$ cat src/rtl/cam_dta_generator.sv
`default_nettype none
// ============================================================================
// Module   : cam_dta_generator
// Purpose  : DVP camera-side byte source: RGB565 pixels sent low byte first
//            with href/vsync framing, fed externally or from test patterns.
// Revision : 1.0  initial release
// ============================================================================
module cam_dta_generator #(
    parameter int H_ACTIVE    = 640,
    parameter int H_BLANK     = 144,
    parameter int V_ACTIVE    = 480,
    parameter int VSYNC_LINES = 3,
    parameter int V_BP        = 17,
    parameter int V_FP        = 10
) (
    input  logic        i_pclk,
    input  logic        reset,
    input  logic        start,
    input  logic [1:0]  mode,
    input  logic [15:0] pix_in,
    input  logic        pix_valid,
    output logic        pix_ready,
    output logic [7:0]  CAM_DTA,
    output logic        href,
    output logic        vsync,
    output logic        busy,
    output logic        frame_done,
    output logic        underflow
);

    localparam int LINE_CYCLES = 2*H_ACTIVE + H_BLANK;
    localparam int ACT_BYTES   = 2*H_ACTIVE;
    localparam int HW          = $clog2(LINE_CYCLES);
    localparam int MAXL_A      = (VSYNC_LINES > V_BP) ? VSYNC_LINES : V_BP;
    localparam int MAXL_B      = (V_ACTIVE > V_FP) ? V_ACTIVE : V_FP;
    localparam int MAXL        = (MAXL_A > MAXL_B) ? MAXL_A : MAXL_B;
    localparam int VW          = $clog2(MAXL + 1);
    localparam int BAR_W       = H_ACTIVE / 8;
    localparam int BW          = (BAR_W > 1) ? $clog2(BAR_W) : 1;

    typedef enum logic [2:0] {
        S_IDLE   = 3'd0,
        S_VSYNC  = 3'd1,
        S_VBP    = 3'd2,
        S_ACTIVE = 3'd3,
        S_VFP    = 3'd4
    } state_t;

    state_t          state_q, state_d;
    logic [HW-1:0]   h_q, h_d;
    logic [VW-1:0]   v_q, v_d;
    logic [1:0]      mode_q, mode_d;
    logic [2:0]      bar_q, bar_d, eff_bar;
    logic [BW-1:0]   bar_cnt_q, bar_cnt_d, eff_cnt;
    logic [7:0]      hi_q;
    logic [7:0]      cam_dta_q;
    logic            href_q, vsync_q, busy_q, frame_done_q, underflow_q;
    logic            line_end, state_end, frame_end, restart;
    logic            active_d, low_d, underflow_d;
    logic [15:0]     pixel;

    function automatic logic [VW-1:0] last_line(input state_t s);
        case (s)
            S_VSYNC:  last_line = VW'(VSYNC_LINES - 1);
            S_VBP:    last_line = VW'(V_BP - 1);
            S_ACTIVE: last_line = VW'(V_ACTIVE - 1);
            S_VFP:    last_line = VW'(V_FP - 1);
            default:  last_line = '0;
        endcase
    endfunction

    function automatic logic [15:0] bar_colour(input logic [2:0] idx);
        case (idx)
            3'd0:    bar_colour = 16'hFFFF;
            3'd1:    bar_colour = 16'hFFE0;
            3'd2:    bar_colour = 16'h07FF;
            3'd3:    bar_colour = 16'h07E0;
            3'd4:    bar_colour = 16'hF81F;
            3'd5:    bar_colour = 16'hF800;
            3'd6:    bar_colour = 16'h001F;
            default: bar_colour = 16'h0000;
        endcase
    endfunction

    // Position of the next cycle; outputs are registered from this position.
    always_comb begin
        state_d   = state_q;
        h_d       = h_q;
        v_d       = v_q;
        restart   = 1'b0;
        line_end  = (h_q == HW'(LINE_CYCLES - 1));
        state_end = line_end && (v_q == last_line(state_q));
        frame_end = state_end &&
                    ((state_q == S_VFP) || ((state_q == S_ACTIVE) && (V_FP == 0)));
        if (state_q == S_IDLE) begin
            restart = start;
        end else if (line_end) begin
            h_d = '0;
            if (state_end) begin
                v_d = '0;
                case (state_q)
                    S_VSYNC: begin
                        if (V_BP > 0) state_d = S_VBP;
                        else          state_d = S_ACTIVE;
                    end
                    S_VBP:   state_d = S_ACTIVE;
                    S_ACTIVE: begin
                        if (V_FP > 0) state_d = S_VFP;
                        else          state_d = S_IDLE;
                    end
                    default: state_d = S_IDLE;
                endcase
                restart = frame_end && start;
            end else begin
                v_d = v_q + VW'(1);
            end
        end else begin
            h_d = h_q + HW'(1);
        end
        if (restart) begin
            h_d = '0;
            v_d = '0;
            if (VSYNC_LINES > 0)  state_d = S_VSYNC;
            else if (V_BP > 0)    state_d = S_VBP;
            else                  state_d = S_ACTIVE;
        end
        mode_d = restart ? mode : mode_q;
    end

    // Frame starts and ends are excluded so pix_ready never depends on start.
    always_comb begin
        active_d  = (state_d == S_ACTIVE) && (h_d < HW'(ACT_BYTES));
        low_d     = active_d && !h_d[0];
        pix_ready = (mode_q == 2'd0) && (state_q != S_IDLE) && !frame_end && low_d;
        eff_bar   = (h_d == '0) ? 3'd0 : bar_q;
        eff_cnt   = (h_d == '0) ? '0 : bar_cnt_q;
        if (eff_cnt == BW'(BAR_W - 1)) begin
            bar_cnt_d = '0;
            bar_d     = eff_bar + 3'd1;
        end else begin
            bar_cnt_d = eff_cnt + BW'(1);
            bar_d     = eff_bar;
        end
        case (mode_d)
            2'd0:    pixel = (pix_ready && pix_valid) ? pix_in : 16'h0000;
            2'd1:    pixel = bar_colour(eff_bar);
            default: pixel = {8'(v_d), 8'(h_d >> 1)};
        endcase
        underflow_d = pix_ready && !pix_valid;
    end

    always_ff @(posedge i_pclk or negedge reset) begin
        if (!reset) begin
            state_q      <= S_IDLE;
            h_q          <= '0;
            v_q          <= '0;
            mode_q       <= 2'd0;
            bar_q        <= 3'd0;
            bar_cnt_q    <= '0;
            hi_q         <= 8'd0;
            cam_dta_q    <= 8'd0;
            href_q       <= 1'b0;
            vsync_q      <= 1'b1;
            busy_q       <= 1'b0;
            frame_done_q <= 1'b0;
            underflow_q  <= 1'b0;
        end else begin
            state_q      <= state_d;
            h_q          <= h_d;
            v_q          <= v_d;
            mode_q       <= mode_d;
            href_q       <= active_d;
            vsync_q      <= (state_d == S_IDLE) || (state_d == S_VSYNC);
            busy_q       <= (state_d != S_IDLE);
            frame_done_q <= frame_end;
            underflow_q  <= underflow_d;
            if (low_d) begin
                cam_dta_q <= pixel[7:0];
                hi_q      <= pixel[15:8];
                bar_q     <= bar_d;
                bar_cnt_q <= bar_cnt_d;
            end else if (active_d) begin
                cam_dta_q <= hi_q;
            end else begin
                cam_dta_q <= 8'd0;
            end
        end
    end

    assign CAM_DTA    = cam_dta_q;
    assign href       = href_q;
    assign vsync      = vsync_q;
    assign busy       = busy_q;
    assign frame_done = frame_done_q;
    assign underflow  = underflow_q;

endmodule
`default_nettype wire

$ cat config.mk
export PLATFORM = sky130hd
export DESIGN_NAME = cam_dta_generator
export DESIGN_NICKNAME = d
export VERILOG_FILES = /design/src/rtl/cam_dta_generator.sv
export SDC_FILE = /design/constraint.sdc
export NUM_CORES = 1
export LEC_CHECK = 0
export BUFFER_PORTS_ARGS = -buffer_cell sky130_fd_sc_hd__buf_2
export CORE_MARGIN = 4
export CORE_UTILIZATION = 50
export CTS_BUF_LIST = sky130_fd_sc_hd__clkbuf_2
export DETAILED_ROUTE_END_ITERATION = 6
export HOLD_SLACK_MARGIN = 0.15
export PLACE_DENSITY = 0.74
export SLEW_MARGIN = 30
export SYNTH_ARGS = -nofsm -noshare
export SYNTH_HDL_FRONTEND = slang
export SYNTH_SLANG_ARGS = --single-unit
$ cat constraint.sdc
create_clock -name i_pclk -period 9.1 [get_ports i_pclk]
set_input_delay 1.365 -clock i_pclk [delete_from_list [all_inputs] [get_ports i_pclk]]
set_output_delay 1.365 -clock i_pclk [all_outputs]
set_load 0.02 [all_outputs]
==> impl_results.md, run 1 <==
* Status: completed
* Total chip power at ~0.00036 W
* Largest net degree at the start of global routing at 57
* ANT cells at 0
* Syn Nets at between 400 and 500
* Data arrival, critical path at 3.81 ns
* Fraction of registers with async set/reset at 100%
* Switching share of power at approximately a quarter
* CTS Buffer Depth at 2
* Critical Path Fanout Max at 15
* Most frequent cells in the layout: dfrtp_1 (55), nor2_1 (46), nand2_1 (36)
* Root buffer cell: clkbuf_2
* Min cycle time layout at 5.18 ns
* CTS sink cnt at between 50 and 60
* Num CTS Buffers at 5
* Tightest Pin Transition at 0.808 ns
* Synthesis-to-finish area growth at 7.38%
* Initial antenna violation count at 0
* Startpoint Class: register
* Most common cell after layout, fill and taps aside: dfrtp_1
* Wire length per cell at 17.3 µm
* Setup Buffers After CTS at 0
* Clk slew on worst S/H paths at roughly 0.31 ns
* Vias in the first global route at 2923
* Critical-path cell list: ha_1 > and4_1 > nand4b_1 > or2_4 > a2111o_1 > a221o_1 > a2111oi_4 > buf_2
* Reg2reg start: state_q[0]$_DFF_PN0_
* Max IR drop VDD at roughly 0.061 mV
* P_leak at ~1.6 nW
* Fmax at roughly 190 MHz
* Synth top area cells: dfrtp_1 (40%), nor2_1 (5.0%), nand3_1 (4.2%), nand2_1 (3.9%), o211ai_1 (3.5%)
* Final Slew Violations at 0
* Worst path max stage delay at 0.61 ns
* Clock Skews at 0.0322 ns
* H-tree depth at 2
* Clock power frac at between 20% and 30%
* Crit Path Category: reg -> out
* Number of placement rows at 30
* Syn avg cell area at a little under 9 µm²
* Period utilisation layout at a little under three fifths
* Post-synthesis sequential area ratio at ~41%
* Dpl cells at approximately 500
* Placement Setup Slack at roughly 4.3 ns
* Initial Util at approximately 51%
* Die area at around 8300 µm²
* PwrDens at roughly 98 nW/µm²
* Drt pass-1 iters at 7
* Final worst setup slack at 3.92 ns
* Critical Path RT at approximately 7.7 ns
* Synth Flop Type: dfrtp_1
* Bufs and invs on worst path at 1
* Global route overflow at 0
* Routed WL at approximately 8600 µm
* Die Span Y at ~90 µm
* HP Class: reg -> reg
* Synth Warn # at 0
* Detailed Place HPWL at 6270 µm
* Post-route ant nets at 0
* RSZ-0062 raised after global routing: no
* Post-synth top area share at 39.8%
* Final core utilization at 54.9%
* Gr usage total at between 20% and 30%
* DRC viols at 0
* Worst setup path startpoint: h_q[0]$_DFF_PN0_
* Initial DRC count at a little over 300
* Final net count at 440
* Seq pwr share at roughly two thirds
* Hold_sp: v_q[8]$_DFFE_PN0P_
* Crit end category: output pin
* Switching Power at 0.0000902 W
* Vias at 3109
* Resized cells post-CTS at 0
* Yosys reg bits at 56
* Port Buffers at 35
* IO Pins at 36
* Vias per std cell at approximately 6.3
* Fin cells at 495
* First-pass GRT wire length at approximately 14000 µm
* Synth Cell Area at between 3000 and 4000 µm²
* Setup violators final at 0
* Post-synth EDFFs at 0
* Delay-heaviest family, CP: compound AO/OA/AOI/OAI gates
* Max-slew headroom at a little under half
* Fraction of layout cells with a size suffix above 1 at 14.0%
* Synth cell types at between 60 and 70
* CP max-delay cell: a221o_1
* CTS tree: yes
* Die X at around 91 µm
* Internal at 0.000274 W
* Comb pwr share at approximately 3.2%
* Final setup TNS at 0 ns
* Skew-Pair Late Insertion Delay at roughly 0.48 ns
* Core footprint at between 6000 and 7000 µm²
* Post-Synthesis Cells at approximately 390
* Final Hold Fails at 0
* Max-cap viol count at 0
* Gpl congestion at 0.932
* Largest area contributor in the netlist: dfrtp_1
* Hold-fix buffers, CTS at 0
-- per-layer routing --
metal	vias up	routed length, µm	GRT usage, %
met5	-	0	0
met4	0	69	3.77
met3	9	372	3.40
met2	88	4170	34.5
met1	1508	3940	29.0
li1	1504	-	-
-- sequential cells by signal, indices dropped and copies added, names as in the netlist --
signal	flops
h_q	11
busy	1
vsync	1
CAM_DTA	8
underflow	1
v_q	9
hi_q	8
mode_q	2
bar_cnt_q	7
bar_q	3
frame_done	1
href	1
state_q	3
-- cells in the mapped netlist (3+ instances only) --
cell type,number
a32o_1,5
xor2_1,9
mux2i_1,5
xnor2_1,10
o2bb2ai_1,4
nand2_1,36
or3_1,6
dfrtp_1,55
o21ai_1,6
a211oi_1,5
and3_1,4
ha_1,4
o211ai_1,16
nor2_1,46
a31oi_1,6
inv_1,9
nor3_1,8
buf_2,9
o21ai_0,12
a221o_1,3
nor4_1,7
nand3_1,29
a21oi_1,13
and4_1,6
clkbuf_1,13
nor2b_1,3
and2_1,11
o22ai_1,5
nand4_1,6
-- power groups by stage --
stage | clock, W | sequential [W] | combinational [W]
3_5_place_dp | 0 | 0.000254 | 0.0000120
3_3_place_gp | 0 | 0.000254 | 0.0000120
2_1_floorplan | 0 | 0.000254 | 0.00000130
4_1_cts | 0.000106 | 0.000250 | 0.0000121
6_report | 0.000103 | 0.000250 | 0.0000117
5_1_grt | 0.000115 | 0.000250 | 0.0000135
-- final cells by class --
cell class,instances,area [µm²]
clock buffer,6,30.0
clock inverter,2,16.3
fill,636,3040
inverter,9,33.8
multi-input combinational,305,1940
sequential,56,1400
tap,80,100
timing repair buffer,37,190
-- per-stage QoR --
stage	hold slack, ns	instance area [µm²]
3_5_place_dp	0.501	3660
4_1_cts	0.533	3700
6_report	0.539	3710
5_1_grt	0.557	3710
3_3_place_gp	0.484	3650
2_1_floorplan	0.461	3460
-- cell families after synthesis --
group,share of synthesized area (%)
XOR/XNOR,4.81
multiplexers,1.77
adder cells (fa/ha/maj),1.45
buffers and inverters,3.69
flip-flops,40.6
AO/OA/AOI/OAI,22.5
AND/OR/NAND/NOR,25.2
-- worst paths after layout --
kind                                       endpoint  slack [ns]  depth (start not counted)
min                              v_q[8]$_DFFE_PN0P_        0.54                          1
max in group asynchronous       hi_q[4]$_DFFE_PN0N_        7.65                          2
min in group asynchronous        v_q[8]$_DFFE_PN0P_        0.98                          2
max reg2reg                bar_cnt_q[1]$_DFFE_PN0N_        5.07                         11
min reg2reg                      v_q[8]$_DFFE_PN0P_        0.54                          1
max                                       pix_ready        3.92                          8
No activity file was read; power rests on OpenSTA's default activity.
==> run 2: changes to the inputs <==
--- a/config.mk
+++ b/config.mk
@@ -11,7 +11,7 @@
 export CTS_BUF_LIST = sky130_fd_sc_hd__clkbuf_2
 export DETAILED_ROUTE_END_ITERATION = 6
 export HOLD_SLACK_MARGIN = 0.15
-export PLACE_DENSITY = 0.74
+export PLACE_DENSITY = 0.77
 export SLEW_MARGIN = 30
 export SYNTH_ARGS = -nofsm -noshare
 export SYNTH_HDL_FRONTEND = slang
==> constraint.sdc (replaced) <==
create_clock -name i_pclk -period 4.6 [get_ports i_pclk]
set_input_delay 0.69 -clock i_pclk [delete_from_list [all_inputs] [get_ports i_pclk]]
set_output_delay 0.69 -clock i_pclk [all_outputs]
set_load 0.02 [all_outputs]
==> run 2 against run 1 <==
Die area did not move. Global-route usage fell by 0.25 points. Combinational power rose by 98%. Sequential power rose by 98%. Worst setup slack got worse by 3.7 ns. Hold slack got worse by 0.25 ns. Via count rose by 1.9%. Highest routed layer unchanged. Flip-flop and latch count did not move.
==> impl_results.md, run 2 (synthesized netlist as in run 1, its figures left out) <==
* Worst setup path startpoint: state_q[0]$_DFF_PN0_ (was h_q[0]$_DFF_PN0_)
* Metal3 WL at 427 µm (was 372 µm)
* Fraction of layout cells with a size suffix above 1 at 14.6% (was 14.0%)
* Max reg flops at 11 (unchanged)
* CTS sink cnt at 56 (unchanged)
* Global route overflow at 0 (unchanged)
* Clk slew on worst S/H paths at 0.32 ns (was 0.31 ns)
* Tightest Pin Transition at 0.794 ns (was 0.808 ns)
* Drt pass-1 iters at 5 (was 7)
* Vias in the first global route at 2944 (was 2923)
* Fmax at 228 MHz
* Final net count at 444 (was 440)
* Core footprint at 6760 µm² (unchanged)
* Wire length per cell at 17.1 µm (was 17.3 µm)
* RSZ-0062 raised after global routing: no (unchanged)
* Reg2reg start: state_q[0]$_DFF_PN0_ (unchanged)
* Die area at 8310 µm² (unchanged)
* Top layer in use: met4 (unchanged)
* HP Class: in -> async (was reg -> reg)
* Final Slew Violations at 0 (unchanged)
* Num CTS Buffers at 5 (unchanged)
* First-pass GRT wire length at 14100 µm (was 14200 µm)
* Largest net degree at the start of global routing at 57 (unchanged)
* Crit Path Category: reg -> out (unchanged)
* Final Hold Slack at 0.286 ns (was 0.539 ns)
* Final Hold Fails at 0 (unchanged)
* Synthesis-to-finish area growth at 8.69% (was 7.38%)
* Number of placement rows at 30 (unchanged)
* Gr usage total at 20.5% (was 20.8%)
* Met2 WL at 3890 µm (was 4170 µm)
* Final setup TNS at 0 ns (unchanged)
* Setup violators final at 0 (unchanged)
* Vias at 3167 (was 3109)
* Crit end category: output pin (unchanged)
* Max-slew headroom at 46.2% (was 45.2%)
* Reg-to-Reg End: bar_cnt_q[1]$_DFFE_PN0N_ (unchanged)
* Total chip power at 0.000788 W (was 0.000364 W)
* Biggest regs: h_q: 11 flops, v_q: 9 flops (unchanged)
* Most common cell after layout, fill and taps aside: dfrtp_1 (unchanged)
* Die X at 91.2 µm (unchanged)
* Critical Path Fanout Max at 15 (unchanged)
* Period utilisation layout at around 96%
* DRC viols at 0 (unchanged)
* Min cycle time layout at 4.40 ns
* H-tree depth at 2 (unchanged)
* Vias per std cell at 6.35 (was 6.28)
* IO Pins at 36 (unchanged)
* PwrDens at 210 nW/µm² (was 98.2 nW/µm²)
* Largest Register: h_q (unchanged)
* CTS Buffer Depth at 2 (unchanged)
* Port Buffers at 35 (unchanged)
* Worst R2R Path Depth at 13 (was 11)
* Data arrival, critical path at 3.71 ns (was 3.81 ns)
* Post-route ant nets at 0 (unchanged)
* CTS tree: yes (unchanged)
* Max IR drop VDD at 0.120 mV (was 0.0607 mV)
* Initial DRC count at 245 (was 307)
* Max-cap viol count at 0 (unchanged)
* P_leak at 1.60 nW (was 1.56 nW)
* Hold-fix buffers, CTS at 0 (unchanged)
* Die Span Y at 91.2 µm (unchanged)
* Critical Path RT at 3.91 ns (was 7.74 ns)
* Detailed Place HPWL at 6170 µm (was 6270 µm)
* Post-route cell area at 3760 µm² (was 3710 µm²)
* Initial antenna violation count at 0 (unchanged)
* Status: completed (unchanged)
* Startpoint Class: register (unchanged)
* Skew-Pair Late Insertion Delay at 0.49 ns (was 0.48 ns)
* Placement Setup Slack at 0.725 ns (was 4.27 ns)
* Area after DPL at 3680 µm² (was 3660 µm²)
* Gpl congestion at 0.940 (was 0.932)
* Final worst setup slack at 0.205 ns (was 3.92 ns)
* Routed WL at 8530 µm (was 8560 µm)
* Clock Skews at 0.0218 ns (was 0.0322 ns)
* Root buffer cell: clkbuf_2 (unchanged)
* Flop-to-flop setup slack at 0.86 ns (was 5.07 ns)
* M1 WL at 3990 µm (was 3940 µm)
* Initial Util at 51.2% (unchanged)
* Most frequent cells in the layout: dfrtp_1 (54), nor2_1 (46), nand2_1 (36) (was dfrtp_1 (55), nor2_1 (46), nand2_1 (36))
* ANT cells at 0 (unchanged)
[run 2: changes by cell type in the layout (fill, tap and decap cells not counted), sizes merged]
| cell | previous run | this run |
|---|---|---|
| buf | 37 | 41 |
| bufinv | 0 | 1 |
| clkbuf | 6 | 5 |
| clkinvlp | 1 | 0 |
| inv | 9 | 10 |
[run 2: area by class of cell]
type | instances | area, µm²
fill | 623 | 3000
multi-input combinational | 305 | 1930
sequential | 56 | 1400
timing repair buffer | 41 | 220
tap | 80 | 100
clock inverter | 3 | 46.3
inverter | 9 | 33.8
clock buffer | 5 | 25.0
[run 2: how the worst max path moves through the flow]
| stage | endpoint | slack [ns] |
|---|---|---|
| finish | pix_ready | 0.20 |
| global route | pix_ready | 0.04 |
| CTS | pix_ready | 0.15 |
| detailed placement | pix_ready | 0.73 |
| global placement | pix_ready | 0.81 |
| floorplan | bar_cnt_q[1]$_DFFE_PN0N_ | 1.12 |
[run 2: critical path: stages, from the launching register on]
cell       delay [ns]
dfrtp_1          0.61
and3b_1          0.30
or4_1            0.53
a2bb2oi_1        0.28
a21oi_1          0.11
buf_4            0.20
a221o_2          0.52
a2111oi_4        0.44
buf_2            0.23
[run 2: power by group]
part	switching, W	leakage (nW)	internal, W	total, W
clock network	0.000176	0.0449	0.0000952	0.000271
registers	0	0.716	0.000494	0.000494
logic	0.0000154	0.835	0.00000780	0.0000232
[run 2: routing by layer]
metal | vias up | global-route usage [%]
met5 | - | 0
met4 | 0 | 7.41
met3 | 23 | 3.73
met2 | 95 | 32.8
met1 | 1537 | 28.0
li1 | 1512 | -
[run 2: stage by stage]
stage / cells / util, %
2_1_floorplan: 392 / -
3_3_place_gp: 491 / 54.5
3_5_place_dp: 491 / 54.5
4_1_cts: 499 / 55.6
5_1_grt: 499 / 55.6
6_report: 499 / 55.6
[run 2: what timing repair did]
item | in CTS | in global routing
resized for setup | 0 | 2
setup endpoints to repair | 0 | 1
setup buffers | 0 | 0
==> run 3: changes to the inputs <==
--- a/config.mk
+++ b/config.mk
@@ -5,13 +5,14 @@
 export SDC_FILE = /design/constraint.sdc
 export NUM_CORES = 1
 export LEC_CHECK = 0
+export ABC_AREA = 1
 export BUFFER_PORTS_ARGS = -buffer_cell sky130_fd_sc_hd__buf_2
 export CORE_MARGIN = 4
-export CORE_UTILIZATION = 50
+export CORE_UTILIZATION = 55
 export CTS_BUF_LIST = sky130_fd_sc_hd__clkbuf_2
 export DETAILED_ROUTE_END_ITERATION = 6
 export HOLD_SLACK_MARGIN = 0.15
-export PLACE_DENSITY = 0.77
+export PLACE_DENSITY = 0.83
 export SLEW_MARGIN = 30
 export SYNTH_ARGS = -nofsm -noshare
 export SYNTH_HDL_FRONTEND = slang
==> run 3 against run 2 <==
Routed wire length fell by 8.3%. Via count shrank 0.82%. Clock skew shrank 0.0044 ns. Worst setup slack gained 0.22 ns. Cell count grew 16%. Clock power fell by 6%. Flip-flop and latch count unchanged. Largest cell class unchanged. Critical endpoint unchanged. Critical path type unchanged. Utilization is 6.2 points higher.
==> impl_results.md, run 3 <==
* Status: completed (unchanged)
* Post-route ant nets at 0 (unchanged)
* Period utilisation layout at 90.7% (was 95.5%)
* Most frequent cells in the layout: nand2_1 (154), inv_1 (59), dfrtp_1 (55) (was dfrtp_1 (54), nor2_1 (46), nand2_1 (36))
* Crit end category: output pin (unchanged)
* Die area at 7520 µm² (was 8310 µm²)
* Fin cells at 580 (was 499)
* Resized cells post-CTS at 0 (unchanged)
* Initial DRC count at 208 (was 245)
* Placement Setup Slack at 1.07 ns (was 0.725 ns)
* Skew-Pair Late Insertion Delay at 0.45 ns (was 0.49 ns)
* Initial antenna violation count at 0 (unchanged)
* RSZ-0062 raised after global routing: no (unchanged)
* Clock Skews at 0.0174 ns (was 0.0218 ns)
* Seq pwr share at 63.9% (was 62.7%)
* Min cycle time layout at 4.17 ns (was 4.40 ns)
* Synth Flop Type: dfrtp_1 (unchanged)
* Die Span Y at 86.7 µm (was 91.2 µm)
* Num CTS Buffers at 5 (unchanged)
* Yosys reg bits at 56 (unchanged)
* Most common cell in the netlist: nand2_1 (was dfrtp_1)
* Max-slew headroom at 53.3% (was 46.2%)
* Synth cell count leaders: nand2_1 (154), inv_1 (59), dfrtp_1 (55), nand3_1 (54), nor2_1 (37) (was dfrtp_1 (55), nor2_1 (46), nand2_1 (36), nand3_1 (29), o211ai_1 (16))
* ANT cells at 0 (unchanged)
* Data arrival, critical path at 3.48 ns (was 3.71 ns)
* Final Slew Violations at 0 (unchanged)
* CTS sink cnt at 56 (unchanged)
* Fraction of registers with async set/reset at 100% (unchanged)
* First-pass GRT wire length at 13400 µm (was 14100 µm)
* Gr usage total at 22.2% (was 20.5%)
* Max reg flops at 11 (unchanged)
* CTS tree: yes (unchanged)
* Drt pass-1 iters at 5 (unchanged)
* Internal at 0.000595 W (was 0.000597 W)
* Vias per std cell at 5.42 (was 6.35)
* Synth top area cells: dfrtp_1 (40%), nand2_1 (17%), nand3_1 (7.9%), inv_1 (6.5%), nor2_1 (4.1%) (was dfrtp_1 (40%), nor2_1 (5.0%), nand3_1 (4.2%), nand2_1 (3.9%), o211ai_1 (3.5%))
* Final worst setup slack at 0.428 ns (was 0.205 ns)
* Fmax at 240 MHz (was 228 MHz)
* Setup Buffers After CTS at 0 (unchanged)
* Synth Cell Area at 3410 µm² (was 3460 µm²)
* Crit Path Category: reg -> out (unchanged)
* Biggest regs: h_q: 11 flops, v_q: 9 flops (unchanged)
* Post-synth EDFFs at 0 (unchanged)
* Fraction of layout cells with a size suffix above 1 at 15.4% (was 14.6%)
* HP Class: in -> async (unchanged)
* Comb pwr share at 3.0% (was 2.9%)
* Number of placement rows at 28 (was 30)
* Final setup TNS at 0 ns (unchanged)
* Global route overflow at 0 (unchanged)
* Final net count at 530 (was 444)
* Largest area contributor in the netlist: dfrtp_1 (unchanged)
* Dpl cells at 572 (was 491)
* P_leak at 2.06 nW (was 1.60 nW)
* DRC viols at 0 (unchanged)
* Switching share of power at 23.0% (was 24.2%)
* Detailed Place HPWL at 5960 µm (was 6170 µm)
* Root buffer cell: clkbuf_2 (unchanged)
* Vias at 3141 (was 3167)
* IO Pins at 36 (unchanged)
* Hold-fix buffers, CTS at 0 (unchanged)
* Delay-heaviest family, CP: simple AND/OR/NAND/NOR gates (was compound AO/OA/AOI/OAI gates)
* Post-synthesis sequential area ratio at 41.2% (was 40.6%)
* Synth Warn # at 0 (unchanged)
* Total chip power at 0.000773 W (was 0.000788 W)
* Max IR drop VDD at 0.181 mV (was 0.120 mV)
* Synthesis-to-finish area growth at 8.01% (was 8.69%)
* H-tree depth at 2 (unchanged)
* Clk slew on worst S/H paths at 0.29 ns (was 0.32 ns)
* Wire length per cell at 13.5 µm (was 17.1 µm)
* Fillers at 540 (was 623)
* CTS Buffer Depth at 2 (unchanged)
* Tightest Pin Transition at 0.701 ns (was 0.794 ns)
* Routed WL at 7820 µm (was 8530 µm)
* Setup violators final at 0 (unchanged)
* Area after DPL at 3610 µm² (was 3680 µm²)
* Final Hold Fails at 0 (unchanged)
* Bufs and invs on worst path at 2 (unchanged)
* Critical-path cell list: ha_1 > nand4_1 > nor2_1 > nand2_1 > nor2_1 > nand2_1 > nand2_2 > nand3_4 > nand2_1 > inv_2 > o21ai_2 > nand3_4 > nor2_8 > buf_2 (was and3b_1 > or4_1 > a2bb2oi_1 > a21oi_1 > buf_4 > a221o_2 > a2111oi_4 > buf_2)
* Max-cap viol count at 0 (unchanged)
* Most common cell after layout, fill and taps aside: nand2_1 (was dfrtp_1)
* Post-synth top area share at 40.4% (was 39.8%)
* Critical Path RT at 3.91 ns (about the same)
* Startpoint Class: register (unchanged)
* Switching Power at 0.000178 W (was 0.000191 W)
* Clock power frac at 33.1% (was 34.3%)
* Gpl congestion at 1.01 (was 0.940)
* Die X at 86.7 µm (was 91.2 µm)
* Post-Synthesis Cells at 473 (was 392)
* CP max-delay cell: dfrtp_1 (unchanged)
* Vias in the first global route at 2928 (was 2944)
* Post-route cell area at 3680 µm² (was 3760 µm²)
* Syn Nets at 499 (was 418)
* Largest net degree at the start of global routing at 57 (unchanged)
* Worst path max stage delay at 0.48 ns (was 0.61 ns)
* Largest Register: h_q (unchanged)
* Core footprint at 5960 µm² (was 6760 µm²)
* Critical Path Fanout Max at 24 (was 15)
* Syn avg cell area at 7.20 µm² (was 8.82 µm²)
* PwrDens at 210 nW/µm² (about the same)
* Initial Util at 57.2% (was 51.2%)
* Synth cell types at 36 (was 65)
* Port Buffers at 35 (unchanged)
* CP most frequent cell: nand2_1
[run 3: final timing paths]
check | cells past startpoint | slack [ns] | to | from
max reg2reg | 20 | 1.01 | bar_q[2]$_DFFE_PN0N_ | state_q[0]$_DFF_PN0_
max | 14 | 0.43 | pix_ready | h_q[1]$_DFF_PN0_
min | 2 | 0.32 | frame_done$_DFF_PN0_ | reset
min reg2reg | 2 | 0.53 | hi_q[2]$_DFFE_PN0N_ | hi_q[2]$_DFFE_PN0N_
max in group asynchronous | 2 | 3.83 | v_q[6]$_DFF_PN0_ | reset
min in group i_pclk | 3 | 0.51 | mode_q[0]$_DFF_PN0_ | mode[0]
[run 3: cells by family after synthesis]
family | share of synthesized area, %
flops | 41.2
simple gates | 39.3
buf+inv | 9.63
fa+ha+maj | 1.47
compound gates | 5.84
xor+xnor | 2.57
[run 3: cell type report]
type | count | area (µm²) | share of cell area (%)
multi-input cells | 338 | 1680 | 45.5
clock buffers | 5 | 25.0 | 0.680
clock inverters | 3 | 47.5 | 1.29
flip-flops and latches | 56 | 1400 | 38.1
repair buffers | 36 | 183 | 4.97
well taps | 75 | 93.8 | 2.55
inverters | 67 | 251 | 6.84
[run 3: through the flow]
step,hold WS (ns),utilization (%)
3_3_place_gp,0.473,60.5
6_report,0.321,61.8
3_5_place_dp,0.477,60.5
2_1_floorplan,0.394,-
5_1_grt,0.324,61.8
4_1_cts,0.322,61.8
[run 3: per-layer routing]
metal,part of all wire [%],vias to the layer above,GRT usage [%]
li1,-,1547,-
met1,45,1442,31.3
met2,46,130,34.8
met3,6.8,22,3.14
met4,2.8,0,8.50
met5,0,-,0
[run 3: power groups by stage]
| stage | clock network [W] | logic (W) | registers, W |
|---|---|---|---|
| global placement | 0 | 0.0000239 | 0.000502 |
| global route | 0.000284 | 0.0000262 | 0.000495 |
| CTS | 0.000260 | 0.0000238 | 0.000494 |
| detailed placement | 0 | 0.0000237 | 0.000502 |
| finish | 0.000256 | 0.0000232 | 0.000494 |
| floorplan | 0 | 0.00000283 | 0.000502 |
